## src/rtl/imem_ctrl_pkg.sv

```systemverilog
// Shared types and constants for the byte-serial instruction fetch controller.
// Vectors use ascending ranges so that bit 0 is the MSB, matching the memory interface.
package imem_ctrl_pkg;

  localparam int unsigned MemBytes = 2048;
  localparam int unsigned AddrW    = 11;
  localparam int unsigned WordW    = 32;

  typedef enum logic [1:0] {
    StFetch,
    StDrain,
    StHold,
    StFault
  } fetch_state_e;

  // A fetch target is legal only when word aligned with all four bytes inside memory.
  function automatic logic pc_illegal(input logic [0:WordW-1] pc, input int unsigned mem_bytes);
    logic [0:WordW] last_byte;
    last_byte = {1'b0, pc} + 33'd3;
    return (pc[WordW-2:WordW-1] != 2'b00) || (last_byte >= {1'b0, mem_bytes});
  endfunction

endpackage

```

## src/rtl/imem_word_assembler.sv

```systemverilog
// Collects four big-endian bytes into one 32-bit instruction word (bit 0 is the MSB).
module imem_word_assembler (
  input  logic        clk,
  input  logic        reset,
  input  logic [0:7]  data_byte,
  input  logic [1:0]  byte_idx,
  input  logic        load,
  input  logic        clear,
  output logic [0:31] word
);

  always_ff @(posedge clk) begin
    if (reset || clear) begin
      word <= 32'h0000_0000;
    end else if (load) begin
      case (byte_idx)
        2'd0:    word[0:7]   <= data_byte;
        2'd1:    word[8:15]  <= data_byte;
        2'd2:    word[16:23] <= data_byte;
        default: word[24:31] <= data_byte;
      endcase
    end
  end

endmodule

```

## src/rtl/imem_fetch_ctrl.sv

```systemverilog
// Fetches 32-bit instructions one byte per cycle from a byte-wide memory with
// one-cycle read latency, presents them with a valid/ready handshake, and handles redirects.
module imem_fetch_ctrl
  import imem_ctrl_pkg::*;
#(
  parameter logic [0:31] RESET_PC  = 32'h0000_0000,
  parameter int unsigned MEM_BYTES = MemBytes
) (
  input  logic        clk,
  input  logic        reset,
  input  logic        redirect_valid,
  input  logic [0:31] redirect_addr,
  input  logic        instr_ready,
  output logic        instr_valid,
  output logic [0:31] instr,
  output logic [0:31] instr_pc,
  output logic        mem_rd_en,
  output logic [0:10] mem_addr,
  input  logic [0:7]  mem_rdata,
  output logic        fault
);

  fetch_state_e     state_q;
  logic [1:0]       cnt_q;
  logic [1:0]       issue_idx_q;
  logic [1:0]       pend_idx_q;
  logic [0:31]      pc_q;
  logic [0:31]      instr_pc_q;
  logic [0:AddrW-1] addr_q;
  logic             rd_en_q;
  logic             pend_q;
  logic             instr_valid_q;
  logic             fault_q;

  logic             handshake;
  logic             redirect;
  logic             start;
  logic             capture;
  logic [0:31]      start_pc;

  always_comb begin
    handshake = (state_q == StHold) && instr_valid_q && instr_ready;
    redirect  = redirect_valid && (state_q != StFault);
    // StFetch with cnt=0 only occurs right after reset; every other fetch starts on a transition.
    start     = redirect || handshake || ((state_q == StFetch) && (cnt_q == 2'd0));
    start_pc  = redirect ? redirect_addr : (handshake ? pc_q + 32'd4 : pc_q);
    // A byte arriving on a start edge belongs to the abandoned word.
    capture   = pend_q && !start;
  end

  always_ff @(posedge clk) begin
    if (reset) begin
      state_q       <= StFetch;
      cnt_q         <= 2'd0;
      issue_idx_q   <= 2'd0;
      pend_idx_q    <= 2'd0;
      pc_q          <= RESET_PC;
      instr_pc_q    <= 32'h0000_0000;
      addr_q        <= '0;
      rd_en_q       <= 1'b0;
      pend_q        <= 1'b0;
      instr_valid_q <= 1'b0;
      fault_q       <= 1'b0;
    end else begin
      rd_en_q    <= 1'b0;
      pend_q     <= rd_en_q && !start;
      pend_idx_q <= issue_idx_q;
      if (start) begin
        pc_q          <= start_pc;
        cnt_q         <= 2'd1;
        instr_valid_q <= 1'b0;
        if (pc_illegal(start_pc, MEM_BYTES)) begin
          state_q <= StFault;
          fault_q <= 1'b1;
        end else begin
          state_q     <= StFetch;
          rd_en_q     <= 1'b1;
          addr_q      <= start_pc[21:31];
          issue_idx_q <= 2'd0;
        end
      end else begin
        case (state_q)
          StFetch: begin
            rd_en_q     <= 1'b1;
            addr_q      <= pc_q[21:31] + {9'd0, cnt_q};
            issue_idx_q <= cnt_q;
            cnt_q       <= cnt_q + 2'd1;
            if (cnt_q == 2'd3) state_q <= StDrain;
          end
          StDrain: begin
            if (capture && (pend_idx_q == 2'd3)) begin
              state_q       <= StHold;
              instr_valid_q <= 1'b1;
              instr_pc_q    <= pc_q;
            end
          end
          default: ;
        endcase
      end
    end
  end

  imem_word_assembler u_asm (
    .clk       (clk),
    .reset     (reset),
    .data_byte (mem_rdata),
    .byte_idx  (pend_idx_q),
    .load      (capture),
    .clear     (start),
    .word      (instr)
  );

  assign instr_valid = instr_valid_q;
  assign instr_pc    = instr_pc_q;
  assign mem_rd_en   = rd_en_q;
  assign mem_addr    = addr_q;
  assign fault       = fault_q;

endmodule

```

## config.mk

```make
export PLATFORM = sky130hd
export DESIGN_NAME = imem_fetch_ctrl
export DESIGN_NICKNAME = d
export VERILOG_FILES = /design/src/rtl/imem_ctrl_pkg.sv /design/src/rtl/imem_word_assembler.sv /design/src/rtl/imem_fetch_ctrl.sv
export SDC_FILE = /design/constraint.sdc
export NUM_CORES = 1
export LEC_CHECK = 0
export ABC_AREA = 1
export BUFFER_PORTS_ARGS = -buffer_cell sky130_fd_sc_hd__buf_2
export CORE_MARGIN = 2
export CORE_UTILIZATION = 35
export DETAILED_ROUTE_END_ITERATION = 10
export PLACE_DENSITY = 0.65
export SLEW_MARGIN = 15
export SYNTH_ARGS = -nofsm -noshare
export SYNTH_HDL_FRONTEND = slang
export SYNTH_SLANG_ARGS = --single-unit
```

## constraint.sdc

```tcl
create_clock -name clk -period 5.9 [get_ports clk]
set_input_delay 0.59 -clock clk [delete_from_list [all_inputs] [get_ports clk]]
set_output_delay 0.59 -clock clk [all_outputs]
set_load 0.01 [all_outputs]
```

==> impl_metrics.ini <==
[drt]
drc = 0
routedWlPerCell_um = 14.5
dr.pass1.iters = 5
vias = 7328
routed_wl_um = 21600
ant_nets = 0
initialDrtViolationCount = 563
detail_route.vias_per_cell = 4.90

[yosys]
synth_top_cell_by_area = dfxtp_1
ys_top_cells_by_count = 273 x nand2_1, 211 x nor2_1, 119 x dfxtp_1
ys_ff_latch = 119
ys_top_cells_by_area = dfxtp_1 34%, nand2_1 15%, nor2_1 11%, nand3_1 5.9%, inv_1 5.7%
synth_nets = 1156
yosysSeqAreaShare = 0.343
synth_cell_types = 37
synth_most_common_cell = nand2_1
synth.cell_area_mm2 = 0.00695
synth-async-reset-ratio = 0
yosysWarnings = 0
synthFlopType = dfxtp_1
syn_avg_cell_area_um2 = 6.29
synth_edf_count = 0
synth_top_area_share = 0.343
synth_cells = 1105

[timing]
finalCritPeriodShare = 0.693
setup_viol = 0
finalClockSkew_ps = 10.0
maxSlewViolCount = 0
relSlewSlack = 0.371
min_period_ps = 4090
fmax_mhz = 244
rsz0062_at_grt = no
hold_ws_ps = 422
worst_pin_slew_ps = 941
hold_violations = 0
setup-tns-final_ps = 0

[clock_tree]
postCtsSetupRepairBufs = 0
cts_sinks = 119
cts_hold_buf = 0
cts-root-buf = clkbuf_16
numCtsBuffers = 17
ctsResizeCount = 0
clk_path_buf_depth = 2
clk-insertion-delay-late_ps = 420
cts_max_level = 4
cts_tree = done
path_clk_slew_ps = 60

[floorplan]
die_x_um = 145
ios = 122
start_util = 0.357
fp.dieArea_mm2 = 0.0210
die_y_um = 145
core_mm2 = 0.0195
rows = 51

[grt]
track_usage = 0.206
grt_pass1_vias = 6583
grt_antenna_before_repair = 0
grt-busiest-layer = met2
grtUsageMet2 = 0.323
met1_usage = 0.286
grt_use_met3 = 0.0369
grt_overflow = 0
grt_pass1_wl_um = 33700
grt_max_degree = 73

[finish]
seqCellArea_mm2 = 0.00238
fin_nets = 1267
multi_input_area_mm2 = 0.00394
drive_above_1_share = 0.197
synthToLayoutAreaGrowth_pct = 19.7
final_area_mm2 = 0.00831
antenna_cells = 0
fillers = 2087

[placement]
dpl_cell_area_mm2 = 0.00775
globalplace.congestion = 0.994
hpwl_um = 16400
port_buffers = 121

[setup_path]
worstPathRequired_ps = 6200
crit_path_max_fanout = 25
critPathLaunchType = flop
arrival_ps = 4390
worstSetupPathType = reg -> reg
endpoint_kind = flop

[power_and_ir_drop]
ir_drop_uv = 207
p_leak_nw = 3.94
p_per_area_mw_per_mm2 = 274

[worst_hold_path]
hp-class = reg -> reg

[outcome]
status = finished clean

[job]
max_cap_violations = 0
[layout make-up]
type | count | share of cell area
clock inverters | 13 | 0.0149
flip-flops and latches | 119 | 0.287
repair buffers | 125 | 0.0765
inverters | 121 | 0.0546
well taps | 265 | 0.0399
multi-input cells | 832 | 0.474
clock buffers | 19 | 0.0533
[final timing paths]
kind	from	endpoint	slack (ps)	cells after the start
setup / recovery	pc_q[28]$_SDFFE_PP0P_	mem_addr[0]$_SDFFE_PP0P_	1810	22
hold / removal	issue_idx_q[1]$_SDFFE_PP0P_	pend_idx_q[1]$_SDFF_PP0_	420	2
setup reg to reg	pc_q[28]$_SDFFE_PP0P_	mem_addr[0]$_SDFFE_PP0P_	1810	22
hold reg to reg	issue_idx_q[1]$_SDFFE_PP0P_	pend_idx_q[1]$_SDFF_PP0_	420	2
[layout by cell type (no fill, tap or decap), types with 2 or more instances in the layout]
cell / n
clkinv_1: 5
nor2_2: 12
nor2_4: 15
nand2_2: 15
a21oi_1: 56
nor2_1: 211
clkbuf_16: 17
inv_1: 106
ha_1: 6
xor2_1: 3
or2_2: 17
buf_2: 121
nor3_1: 7
inv_2: 10
o22ai_1: 5
nand3_1: 82
clkinvlp_4: 6
o21ai_0: 77
clkinv_4: 2
buf_4: 4
nor3_2: 2
o31ai_1: 3
inv_6: 3
dfxtp_1: 119
nand4_1: 26
nand3_2: 11
nand2_1: 273
[report_power, final]
part           switching [mW]  internal (mW)  leakage (nW)
Sequential             0.0399          0.843         0.970
Combinational           0.277          0.124          2.71
Clock                   0.403          0.594         0.259
[sequential cells by signal, indices dropped and copies added (netlist names)]
name	flops
mem_addr	11
issue_idx_q	2
u_asm.word	32
mem_rd_en	1
state_q	2
pc_q	32
instr_valid	1
pend_q	1
cnt_q	2
pend_idx_q	2
instr_pc	32
fault	1
[metrics by stage]
stage / util / power [mW] / instances / setup slack [ps]
global placement: 0.398 / 1.29 / 1462 / 1940
floorplan: - / 1.17 / 1105 / 3060
CTS: 0.427 / 2.29 / 1494 / 1880
detailed placement: 0.398 / 1.29 / 1462 / 1760
finish: 0.427 / 2.28 / 1494 / 1810
global route: 0.427 / 2.39 / 1494 / 1520
[critical path, cell delays in order, from the launching register on]
cell and delay, ps:
dfxtp_1 530, ha_1 310, inv_1 110, nor2_2 220, nand2_1 110, nor2_2 140, nand2_1 110, nand2_1 80
nand2_1 130, nand2_1 90, nand2_1 160, nor2_1 240, nand2_1 90, nor3_1 350, nand3_1 140, nand2_1 100
nand2_1 50, nor2_1 110, nand2_1 110, nor2_4 160, nand3_4 290, a21oi_1 280, nor2_1 80
[cell families after synthesis]
family / share of synthesized area
xor+xnor: 0.00378
fa+ha+maj: 0.0137
flops: 0.343
simple gates: 0.440
buf+inv: 0.0894
compound gates: 0.109
mux: 0.00144
[per-layer routing]
layer / wire [um] / up-vias
met5: 0 / -
met4: 389 / 0
met3: 1520 / 28
met2: 9570 / 295
met1: 10100 / 3248
li1: - / 3757
(Power assumes the default switching activity.)
